**config.mk**
```make
export PLATFORM = sky130hd
export DESIGN_NAME = cp0_reg
export DESIGN_NICKNAME = d
export VERILOG_FILES = /design/src/rtl/cp0_defs.sv /design/src/rtl/cp0_timer.sv /design/src/rtl/cp0_reg.sv
export SDC_FILE = /design/constraint.sdc
export NUM_CORES = 1
export LEC_CHECK = 0
export BUFFER_PORTS_ARGS = -buffer_cell sky130_fd_sc_hd__buf_2
export CORE_MARGIN = 4
export CORE_UTILIZATION = 32
export CTS_CLUSTER_SIZE = 20
export DETAILED_ROUTE_END_ITERATION = 12
export PLACE_DENSITY_LB_ADDON = 0.15
export SYNTH_ARGS = -nofsm -noshare
export SYNTH_HDL_FRONTEND = slang
export SYNTH_SLANG_ARGS = --single-unit
```
**constraint.sdc**
```tcl
create_clock -name clk -period 2 [get_ports clk]
set_input_delay 0.1 -clock clk [delete_from_list [all_inputs] [get_ports clk]]
set_output_delay 0.1 -clock clk [all_outputs]
set_load 0.005 [all_outputs]
```
**src/rtl/cp0_defs.sv**
```systemverilog
// Shared CP0 constants: register numbers, excepttype encodings, ExcCodes and field positions.
// decode_exc maps an M-stage excepttype onto the ExcCode it records.
package cp0_defs;

    localparam logic [4:0] REG_BADVADDR = 5'd8;
    localparam logic [4:0] REG_COUNT    = 5'd9;
    localparam logic [4:0] REG_COMPARE  = 5'd11;
    localparam logic [4:0] REG_STATUS   = 5'd12;
    localparam logic [4:0] REG_CAUSE    = 5'd13;
    localparam logic [4:0] REG_EPC      = 5'd14;
    localparam logic [4:0] REG_PRID     = 5'd15;
    localparam logic [4:0] REG_CONFIG   = 5'd16;

    localparam logic [31:0] EXC_INT  = 32'h1;
    localparam logic [31:0] EXC_ADEL = 32'h4;
    localparam logic [31:0] EXC_ADES = 32'h5;
    localparam logic [31:0] EXC_SYS  = 32'h8;
    localparam logic [31:0] EXC_BP   = 32'h9;
    localparam logic [31:0] EXC_RI   = 32'ha;
    localparam logic [31:0] EXC_OV   = 32'hc;
    localparam logic [31:0] EXC_ERET = 32'he;

    localparam logic [4:0] EXCCODE_INT  = 5'd0;
    localparam logic [4:0] EXCCODE_ADEL = 5'd4;
    localparam logic [4:0] EXCCODE_ADES = 5'd5;
    localparam logic [4:0] EXCCODE_SYS  = 5'd8;
    localparam logic [4:0] EXCCODE_BP   = 5'd9;
    localparam logic [4:0] EXCCODE_RI   = 5'd10;
    localparam logic [4:0] EXCCODE_OV   = 5'd12;

    localparam int unsigned STATUS_IE      = 0;
    localparam int unsigned STATUS_EXL     = 1;
    localparam int unsigned STATUS_IM_LO   = 8;
    localparam int unsigned STATUS_IM_HI   = 15;
    localparam int unsigned STATUS_BEV     = 22;
    localparam int unsigned CAUSE_EXC_LO   = 2;
    localparam int unsigned CAUSE_EXC_HI   = 6;
    localparam int unsigned CAUSE_IP_LO    = 8;
    localparam int unsigned CAUSE_IP_HI    = 15;
    localparam int unsigned CAUSE_IP_SW_HI = 9;
    localparam int unsigned CAUSE_IP_HW_LO = 10;
    localparam int unsigned CAUSE_BD       = 31;

    localparam logic [31:0] STATUS_RESET = 32'h0040_0000;
    localparam logic [31:0] STATUS_WMASK = 32'h0000_ff03;

    typedef struct packed {
        logic       valid;
        logic       bad_addr;
        logic [4:0] code;
    } exc_info_t;

    function automatic exc_info_t decode_exc(input logic [31:0] t);
        exc_info_t info;
        info = '{valid: 1'b1, bad_addr: 1'b0, code: EXCCODE_INT};
        case (t)
            EXC_INT:  info.code = EXCCODE_INT;
            EXC_ADEL: begin info.code = EXCCODE_ADEL; info.bad_addr = 1'b1; end
            EXC_ADES: begin info.code = EXCCODE_ADES; info.bad_addr = 1'b1; end
            EXC_SYS:  info.code = EXCCODE_SYS;
            EXC_BP:   info.code = EXCCODE_BP;
            EXC_RI:   info.code = EXCCODE_RI;
            EXC_OV:   info.code = EXCCODE_OV;
            default:  info.valid = 1'b0;
        endcase
        return info;
    endfunction

endpackage

```
**src/rtl/cp0_timer.sv**
```systemverilog
// Count/Compare timer: Count advances every clock or every other clock, and the interrupt
// latches on a nonzero Count==Compare match until Compare is rewritten.
module cp0_timer
    import cp0_defs::*;
#(
    parameter bit COUNT_HALF_RATE = 1'b1
) (
    input  logic        clk,
    input  logic        resetn,
    input  logic        count_we,
    input  logic        compare_we,
    input  logic [31:0] wdata,
    output logic [31:0] count_o,
    output logic [31:0] compare_o,
    output logic        timer_int_o
);

    logic [31:0] count_q, count_d;
    logic [31:0] compare_q, compare_d;
    logic        tog_q, tog_d;
    logic        tint_q, tint_d;
    logic        inc;

    always_comb begin
        inc       = COUNT_HALF_RATE ? tog_q : 1'b1;
        tog_d     = COUNT_HALF_RATE ? ~tog_q : 1'b0;
        count_d   = count_we ? wdata : count_q + {31'b0, inc};
        compare_d = compare_we ? wdata : compare_q;
        tint_d    = tint_q | ((count_q == compare_q) && (compare_q != 32'h0));
        // Rewriting Compare acknowledges the interrupt, even against a match this cycle.
        if (compare_we) begin
            tint_d = 1'b0;
        end
    end

    always_ff @(posedge clk) begin
        if (!resetn) begin
            count_q   <= 32'h0;
            compare_q <= 32'h0;
            tog_q     <= 1'b0;
            tint_q    <= 1'b0;
        end else begin
            count_q   <= count_d;
            compare_q <= compare_d;
            tog_q     <= tog_d;
            tint_q    <= tint_d;
        end
    end

    assign count_o     = count_q;
    assign compare_o   = compare_q;
    assign timer_int_o = tint_q;

endmodule

```
**src/rtl/cp0_reg.sv**
```systemverilog
// CP0 register file: Status/Cause/EPC/BadVAddr updated by mtc0, exceptions and eret,
// plus the Count/Compare timer and an mfc0 read port.
module cp0_reg
    import cp0_defs::*;
#(
    parameter logic [31:0] PRID            = 32'h004c_0102,
    parameter logic [31:0] CONFIG_VAL      = 32'h0000_0000,
    parameter bit          COUNT_HALF_RATE = 1'b1
) (
    input  logic        clk,
    input  logic        resetn,
    input  logic        we_i,
    input  logic [4:0]  waddr_i,
    input  logic [4:0]  raddr_i,
    input  logic [31:0] data_i,
    input  logic [5:0]  int_i,
    input  logic [31:0] excepttype_i,
    input  logic [31:0] current_inst_addr_i,
    input  logic        is_in_delayslot_i,
    input  logic [31:0] bad_addr_i,
    output logic [31:0] data_o,
    output logic [31:0] status_o,
    output logic [31:0] cause_o,
    output logic [31:0] epc_o,
    output logic [31:0] count_o,
    output logic [31:0] compare_o,
    output logic [31:0] badvaddr_o,
    output logic        timer_int_o
);

    logic [31:0] status_q, status_d;
    logic [31:0] cause_q, cause_d;
    logic [31:0] epc_q, epc_d;
    logic [31:0] badv_q, badv_d;
    logic        wr;
    exc_info_t   info;

    // An instruction that raises anything is flushed, so its mtc0 never lands.
    assign wr   = we_i && (excepttype_i == 32'h0);
    assign info = decode_exc(excepttype_i);

    cp0_timer #(
        .COUNT_HALF_RATE(COUNT_HALF_RATE)
    ) u_timer (
        .clk        (clk),
        .resetn     (resetn),
        .count_we   (wr && (waddr_i == REG_COUNT)),
        .compare_we (wr && (waddr_i == REG_COMPARE)),
        .wdata      (data_i),
        .count_o    (count_o),
        .compare_o  (compare_o),
        .timer_int_o(timer_int_o)
    );

    always_comb begin
        status_d = status_q;
        cause_d  = cause_q;
        epc_d    = epc_q;
        badv_d   = badv_q;

        cause_d[CAUSE_IP_HI:CAUSE_IP_HW_LO] = {int_i[5] | timer_int_o, int_i[4:0]};

        if (wr) begin
            case (waddr_i)
                REG_STATUS: status_d = STATUS_RESET | (data_i & STATUS_WMASK);
                REG_CAUSE:  cause_d[CAUSE_IP_SW_HI:CAUSE_IP_LO] = data_i[9:8];
                REG_EPC:    epc_d = data_i;
                default:    ;
            endcase
        end

        if (info.valid) begin
            // Nested exceptions keep the original return point.
            if (!status_q[STATUS_EXL]) begin
                epc_d             = is_in_delayslot_i ? current_inst_addr_i - 32'd4
                                                      : current_inst_addr_i;
                cause_d[CAUSE_BD] = is_in_delayslot_i;
            end
            status_d[STATUS_EXL]                = 1'b1;
            cause_d[CAUSE_EXC_HI:CAUSE_EXC_LO] = info.code;
            if (info.bad_addr) begin
                badv_d = bad_addr_i;
            end
        end else if (excepttype_i == EXC_ERET) begin
            status_d[STATUS_EXL] = 1'b0;
        end
    end

    always_ff @(posedge clk) begin
        if (!resetn) begin
            status_q <= STATUS_RESET;
            cause_q  <= 32'h0;
            epc_q    <= 32'h0;
            badv_q   <= 32'h0;
        end else begin
            status_q <= status_d;
            cause_q  <= cause_d;
            epc_q    <= epc_d;
            badv_q   <= badv_d;
        end
    end

    always_comb begin
        data_o = 32'h0;
        case (raddr_i)
            REG_BADVADDR: data_o = badv_q;
            REG_COUNT:    data_o = count_o;
            REG_COMPARE:  data_o = compare_o;
            REG_STATUS:   data_o = status_q;
            REG_CAUSE:    data_o = cause_q;
            REG_EPC:      data_o = epc_q;
            REG_PRID:     data_o = PRID;
            REG_CONFIG:   data_o = CONFIG_VAL;
            default:      data_o = 32'h0;
        endcase
    end

    assign status_o   = status_q;
    assign cause_o    = cause_q;
    assign epc_o      = epc_q;
    assign badvaddr_o = badv_q;

endmodule

```
==> metrics, run 1 <==
first-pass GRT wire length=about 60000 um; final instance area=~13000 um^2; die width=175.2 um; row count=60; Clock Skews=roughly 0.012 ns; routability congestion estimate=between 0.9 and 1; Cell Chain, Critical Path=ha_1 -> nand2_1 -> or4_4 -> nor4_1 -> buf_4 -> xnor2_1 -> a21oi_1; drc violations=0; dpl hpwl=31120 um; met3 WL=approximately 2900 um; vias per cell=around 5.2; CTS tree=built; fraction of layout instances using a drive strength above 1=a little under a third; aggregate negative setup slack=0 ns; worst reg-to-reg path cell count=7; Tmin final=~1.9 ns; grt ovf=0; I/O Buffers=between 300 and 400; Hold Path Stages=3; placed instance area=between 10000 and 15000 um^2; Tcrit/Tclk final=between 90% and 100%; Hold EP=u_timer.compare_o[10]; FFs w/ async S/R, synth=0%; # setup viols final=0; max frequency=0.5176 GHz; Cell Pwr Density=545.8 nW/um^2; Post-Route M1 WL=around 18000 um; ANT nets after route=0; type of origin of the critical path=flip-flop; worst setup margin=~0.068 ns; dominant synthesized flop cell=dfxtp_1; Clock transition at path regs=~0.060 ns; placed cells=1817; Hold Crit Class=in -> reg; Post-synth EDFFs=0; Total Wirelength=between 40000 and 50000 um; area leader, netlist=dfxtp_1; Worst EP arrival=approximately 2.2 ns; top sig layer=met4; initial antenna violation count=0; DR vias=9988; CP peak stage delay=about 0.46 ns; vias in the first global route=roughly 9600; Longest Clk Path Bufs=2; pre-CTS setup slack=-0.1513 ns; H-tree levels=4; FF-to-FF End=u_timer.count_o[31]; total power=6.975 mW; register bit total from synthesis=roughly 150; Total GRT Usage=between 20% and 30%; DRT iter0 DRCs=728; commonest non-fill, non-tap cells in the layout=buf_2 (331), nand2_1 (158), dfxtp_1 (153), nor2_1 (94), mux2i_1 (85); max_cap viols=0; area of the mapped netlist=between 8000 and 9000 um^2; slowest CP cell=or4_4; register area share after synthesis=between 30% and 40%; IO Pins=~370; leading cell type in the layout, fill and taps excluded=buf_2; Worst Setup End Kind=flip-flop; worst reg2reg startpoint=u_timer.count_o[0]; Met2 Routed Length=18490 um; Root Driver=clkbuf_16; area delta synth->final=42.88%; worst vdd ir=0.0006656 V; Worst-Margin Slew=0.5231 ns; Avg Cell Area, Syn=a little over 8 um^2; die area=a little over 30000 um^2; largest net degree at the start of global routing=68; top cells by area, synth=dfxtp_1 (34%), mux2i_1 (9.5%), nand2_1 (6.6%); Starting Density=between 30 and 40%; fin. max-slew vios=0; clock sink count=153; wire length per cell=approximately 21 um; Setup Fix Bufs, Post-CTS=0; fin cells=1920; WS Path Type=reg -> reg; Final #Nets=around 1700; Hold Crit Start=data_i[10]; Vert. Die Dim=175.2 um; flop2flop setup slack=just under 0.07 ns; Leak Pwr=between 5 and 6 nW; final hold violation count=0; worst path required time=about 2.3 ns; diodes inserted=0; yosys warns=0; cell family with most CP delay=simple AND/OR/NAND/NOR gates; Synth cell types=between 60 and 70; Num CTS Buffers=17; router iterations before antenna repair=5; worst path bufs/invs=1; share of the synthesized area in the top cell type=between 30 and 40%; Clock Latency Late Sink=0.43 ns; # fillers=~2800; Cells after Synth=around 1100; Core ar.=between 20000 and 30000 um^2; outcome=finished clean; CP max FO=3; Rel. slew slack=approximately two thirds
worst max path at each step:
stage                  startpoint                  end  slack (ns)  depth (start not counted)
4_1_cts        u_timer.count_o[0]  u_timer.count_o[26]       -0.03                          7
3_3_place_gp      excepttype_i[6]            epc_o[26]       -0.13                          7
2_1_floorplan    excepttype_i[20]          status_o[1]        0.05                          7
3_5_place_dp     excepttype_i[14]            epc_o[25]       -0.15                          7
6_report       u_timer.count_o[0]  u_timer.count_o[31]        0.07                          7
5_1_grt        u_timer.count_o[0]  u_timer.count_o[31]      -0.006                          7
sequential cells by signal, indices dropped and copies added (netlist names):
name and flops:
badvaddr_o 32, cause_o 13, u_timer.timer_int_o 1, u_timer.inc 1
status_o 10, u_timer.compare_o 32, u_timer.count_o 32, epc_o 32
cells by family after synthesis:
kind of cell / count (synthesis) / share of synthesized area, %
AOI/OAI and AO/OA: 213 / 16.30
buffers and inverters: 134 / 7.974
xor gates and xnor gates: 76 / 7.443
other: 2 / 0.08397
DFF: 153 / 34.25
muxes: 86 / 9.639
and+or+nand+nor: 437 / 23.89
adders and majority gates: 3 / 0.4197
cell usage after synthesis (8+ instances only):
cell type  number
inv_1          10
xor2_1          9
a311oi_1       11
nand3_1        22
xnor2_1        67
nor2_1         94
nand4_1        21
a31oi_1        20
or4_1           8
o21ai_1        40
nand2b_1        9
or3_1           8
buf_2          21
nand2_1       158
a221o_1        27
a21oi_2        10
clkbuf_1       48
mux2i_1        85
nor3_1         34
a21oi_1        50
buf_4          45
nor4_1         43
dfxtp_1       153
o22ai_1         8
routing by layer:
layer	track usage, %	up-vias
li1	-	4749
met4	7.136	0
met3	3.656	41
met2	40.59	447
met5	0	-
met1	35.16	4751
stage by stage:
stage,hold WS (ns),utilization (%)
finish,0.01979,46.89
detailed placement,0.3151,41.90
global route,0.008256,46.89
CTS,0.001377,46.63
global placement,0.3070,41.90
floorplan,0.2158,-
what timing repair did:
action / 4_1_cts / 5_1_grt
resized for setup: 0 / 13
endpoints found under the hold margin: 100 / 0
hold buffers: 72 / 0
setup endpoints to repair: 3 / 22
pin swaps: 0 / 1
power by group:
part | switching (mW) | total (mW) | internal [mW]
clock network | 1.32 | 3.18 | 1.85
logic | 0.395 | 0.732 | 0.337
registers | 0.00725 | 3.07 | 3.06
total | 1.73 | 6.97 | 5.25
tightest hold or removal path, cell delays in order:
cell and delay (ns):
buf_2 0.16, nand2_1 0.07, a21oi_1 0.06
cell type report:
class	instances	area, um^2	share of cell area, %
Multi-Input combinational cell	856	5420	42.42
Timing Repair Buffer	496	3213	25.14
Sequential cell	153	3063	23.97
Tap cell	372	465.4	3.642
Clock buffer	19	442.9	3.466
Clock inverter	12	127.6	0.9987
Inverter	12	46.29	0.3623
No activity file was read; power rests on OpenSTA's default activity.
==> run 2, diff against run 1 <==
CTS_BUF_LIST = sky130_fd_sc_hd__clkbuf_2 sky130_fd_sc_hd__clkbuf_4 sky130_fd_sc_hd__clkbuf_8   (was not set)
==> run 2 against run 1 <==
Setup slack better by 0.0028 ns. Via count is 0.57% lower. Utilization is 0.58 points lower. Highest routed layer unchanged.
==> metrics, run 2 (same netlist as run 1, synthesis figures left out) <==
Cell Pwr Density=between 400 and 500 nW/um^2; # setup viols final=0; fraction of layout instances using a drive strength above 1=a little under a third; Hold Crit Class=in -> reg; slowest CP cell=or4_4; Root Driver=clkbuf_8; Vert. Die Dim=175.2 um; Clock Skews=0.01785 ns; Core ar.=between 20000 and 30000 um^2; Worst Setup End Kind=flip-flop; final hold violation count=0; max frequency=just over 0.5 GHz; commonest non-fill, non-tap cells in the layout=buf_2 (331), nand2_1 (158), dfxtp_1 (153), nor2_1 (94), mux2i_1 (85); I/O Buffers=331; DR vias=~9900; # fillers=2794; clock sink count=roughly 150; WS Path Type=reg -> reg; router iterations before antenna repair=5; max_cap viols=0; cell family with most CP delay=simple AND/OR/NAND/NOR gates; Worst-Margin Slew=about 0.56 ns; type of origin of the critical path=flip-flop; die width=approximately 180 um; vias per cell=5.164; Total GRT Usage=between 20% and 30%; worst path required time=2.34 ns; Final #Nets=1690; leading cell type in the layout, fill and taps excluded=buf_2; fin. max-slew vios=0; CTS tree=built; largest net degree at the start of global routing=just under 70; first-pass GRT wire length=around 60000 um; Worst EP arrival=around 2.3 ns; Clock transition at path regs=around 0.090 ns; Cell Chain, Critical Path=ha_1 -> nand2_1 -> or4_4 -> nor4_1 -> buf_4 -> xnor2_1 -> a21oi_1; wire length per cell=approximately 21 um; Rel. slew slack=around 63%; ANT nets after route=0; vias in the first global route=9595; drc violations=0; row count=60; Tmin final=approximately 1.9 ns; Clock Latency Late Sink=0.47 ns; grt ovf=0; worst path bufs/invs=1; dpl hpwl=~31000 um; die area=about 31000 um^2; H-tree levels=4; IO Pins=between 300 and 400; Setup Fix Bufs, Post-CTS=0; Tcrit/Tclk final=roughly 96%; outcome=finished clean; area delta synth->final=41.12%; aggregate negative setup slack=0 ns; Leak Pwr=5.245 nW; CP peak stage delay=approximately 0.46 ns; initial antenna violation count=0; worst vdd ir=0.0004113 V; diodes inserted=0; total power=roughly 6.2 mW; Starting Density=roughly 33%; routability congestion estimate=0.9234; CP max FO=3; Longest Clk Path Bufs=2; Total Wirelength=40600 um; DRT iter0 DRCs=722; Num CTS Buffers=17
==> run 2: cell count changes in the layout (fill, tap and decap cells not counted), sizes merged <==
cell         previous run  this run
dlygate4sd3            72        75
==> run 2: timing repair <==
item	4_1_cts	5_1_grt
gates resized for setup	0	13
cloned	0	0
endpoints found under the setup margin	3	22
hold buffers	75	0
pin swaps	0	1
endpoints found under the hold margin	133	0
==> run 2: where the power goes <==
| part | leakage (nW) | switching, mW | internal, mW |
|---|---|---|---|
| sequential | 1.23 | 0.00722 | 3.05 |
| combinational | 3.84 | 0.396 | 0.341 |
| clock | 0.175 | 1.22 | 1.14 |
| total | 5.24 | 1.62 | 4.53 |
==> run 2: final timing paths <==
check	endpoint	slack [ns]	from	depth (start not counted)
worst max-delay path	u_timer.count_o[31]	0.07	u_timer.count_o[0]	7
worst min-delay path	cause_o[31]	0.06	resetn	3
worst min register to register	cause_o[31]	0.49	cause_o[31]	2
worst max register to register	u_timer.count_o[31]	0.07	u_timer.count_o[0]	7
==> run 2: per-layer routing <==
metal | vias up | share of wire, % | GRT usage, %
met5 | - | 0 | 0
met4 | 0 | 1.8 | 6.743
met3 | 41 | 6.4 | 3.894
met2 | 428 | 46 | 40.69
met1 | 4711 | 46 | 35.24
li1 | 4751 | - | -
==> run 2: tightest hold or removal path: cells and delay by family <==
kind,cells,cell delay [ns]
compound gates,1,0.06
buf+inv,2,0.31
==> run 2: final cells by class <==
type / count / area, um^2 / area share, %
Clock buffer: 19 / 255.2 / 2.022
Tap cell: 372 / 465.4 / 3.688
Sequential cell: 153 / 3063 / 24.27
Timing Repair Buffer: 499 / 3243 / 25.70
Clock inverter: 12 / 127.6 / 1.011
Multi-Input combinational cell: 856 / 5420 / 42.95
Inverter: 12 / 46.29 / 0.3668
==> run 2: through the flow <==
step                setup slack, ns  utilization [%]  hold WS (ns)  cells  instance area (um^2)
floorplan                   0.04851                -        0.2158   1143                  9090
global placement            -0.1344            41.90        0.3070   1817                 11420
detailed placement          -0.1513            41.90        0.3151   1817                 11420
CTS                        -0.03357            46.06       0.03142   1923                 12550
global route              -0.009845            46.31       0.05864   1923                 12620
finish                      0.07097            46.31       0.05614   1923                 12620
==> run 3, diff against run 2 <==
CORE_MARGIN = not set   (was 4)
CORE_UTILIZATION = 35   (was 32)
==> run 3 against run 2 <==
Clock power is essentially flat. Cell area shrank 0.38%. Global-route usage grew 3.6 points. Clock skew shrank 0.0026 ns. Sequential power is essentially flat. Total power grew 0.14%. Critical endpoint is now u_timer.count_o[19]. Hold slack gained 0.014 ns. Non-clock buffer count grew 3. Fmax grew 1.5%. Count of clock-buffer cells in the layout shrank 2.
==> metrics, run 3 (same netlist as run 1, synthesis figures left out) <==
Total GRT Usage=28.80%; Worst-Margin Slew=0.6132 ns; IO Pins=around 370; diodes inserted=0; vias in the first global route=roughly 9300; # setup viols final=0; drc violations=0; Total Wirelength=about 39000 um; type of origin of the critical path=flip-flop; first-pass GRT wire length=57100 um; H-tree levels=4; met3 WL=between 2000 and 2500 um; initial antenna violation count=1; Hold EP=epc_o[13]; Clock Skews=approximately 0.015 ns; Num CTS Buffers=17; DR vias=9973; Longest Clk Path Bufs=2; worst reg2reg startpoint=u_timer.count_o[0]; area delta synth->final=40.58%; largest net degree at the start of global routing=65; router iterations before antenna repair=5; Core ar.=25110 um^2; Leak Pwr=roughly 5.3 nW; ANT nets after route=0; die area=~26000 um^2; CTS tree=built; max frequency=0.5260 GHz; Hold Path Stages=4; Tcrit/Tclk final=a little over nine tenths; clock sink count=approximately 150; Hold Crit Class=in -> reg; grt ovf=0; max_cap viols=0; Hold Slack=about 0.070 ns; placed cells=between 1500 and 2000; Vert. Die Dim=161.9 um; row count=a little under 60; Met2 Routed Length=~17000 um; leading cell type in the layout, fill and taps excluded=buf_2; vias per cell=about 5.3; Worst EP arrival=2.25 ns; outcome=finished clean; dpl hpwl=approximately 30000 um; worst path required time=around 2.4 ns; worst setup margin=between 0.09 and 0.1 ns; Clock transition at path regs=roughly 0.090 ns; Worst Setup End Kind=flip-flop; WS Path Type=reg -> reg; fin. max-slew vios=0; Cell Pwr Density=just under 500 nW/um^2; flop2flop setup slack=0.1 ns; DRT iter0 DRCs=between 700 and 800; Root Driver=clkbuf_8; wire length per cell=20.50 um; CP max FO=5; I/O Buffers=about 330; Final #Nets=about 1700; FF-to-FF End=u_timer.count_o[19]; Starting Density=~36%; worst reg-to-reg path cell count=7; Post-Route M1 WL=around 18000 um; Rel. slew slack=59.12%; fraction of layout instances using a drive strength above 1=between 30% and 40%; die width=roughly 160 um; top sig layer=met4; pre-CTS setup slack=-0.1394 ns; final hold violation count=0; Final Util=about 50%; routability congestion estimate=between 0.9 and 1; commonest non-fill, non-tap cells in the layout=buf_2 (331), nand2_1 (158), dfxtp_1 (153), nor2_1 (94), buf_4 (86); RSZ-0062 raised after global routing=no; Tmin final=between 1.5 and 2 ns; worst vdd ir=0.0003815 V; fin cells=between 1500 and 2000; Clock Latency Late Sink=about 0.47 ns; Hold Crit Start=current_inst_addr_i[13]
[run 3: how the worst max path moves through the flow]
stage,cells after the start,slack (ns),endpoint,start
detailed placement,8,-0.14,u_timer.count_o[18],excepttype_i[14]
floorplan,7,0.05,status_o[1],excepttype_i[20]
global placement,7,-0.13,epc_o[30],excepttype_i[14]
finish,7,0.1,u_timer.count_o[19],u_timer.count_o[0]
CTS,8,0.03,u_timer.count_o[28],u_timer.count_o[0]
global route,8,0.006,u_timer.count_o[26],u_timer.count_o[0]
[run 3: layer usage]
metal	up-vias	GRT usage, %
li1	4768	-
met1	4693	38.96
met2	445	45.90
met3	67	4.852
met4	0	10.33
met5	-	0
[run 3: area by class of cell]
cell class                 count  area, um^2
clock buffer                  17       234.0
fill                        2498       12540
multi-input combinational    856        5411
timing repair buffer         502        3253
inverter                      12       46.29
sequential                   153        3063
clock inverter                15       152.6
tap                          330       412.9
[run 3: power by group]
group          switching, mW  leakage, nW  internal, mW
sequential           0.00726         1.23          3.06
combinational          0.381         3.86         0.338
clock                   1.35        0.191          1.03
[run 3: timing repair]
| action | CTS | global route |
|---|---|---|
| hold buffers | 75 | 0 |
| endpoints found under the setup margin | 2 | 22 |
| pin swaps | 0 | 2 |
| gates resized for setup | 3 | 9 |
| hold endpoints to repair | 141 | 0 |
| setup buffers | 0 | 1 |
[run 3: worst max-delay path, cell delays in order (launching register included)]
cell and delay (ns):
dfxtp_1 0.35, ha_2 0.21, nand2_1 0.09, or4_4 0.47
buf_4 0.18, nor3_1 0.21, xnor2_1 0.19, a21oi_2 0.08
[run 3: metrics by stage]
step / total power, mW / setup TNS [ns] / area (um^2)
2_1_floorplan: 3.439 / 0 / 9090
3_3_place_gp: 3.727 / -2.243 / 11370
3_5_place_dp: 3.725 / -4.123 / 11370
4_1_cts: 6.192 / 0 / 12520
5_1_grt: 6.399 / 0 / 12570
6_report: 6.160 / 0 / 12570
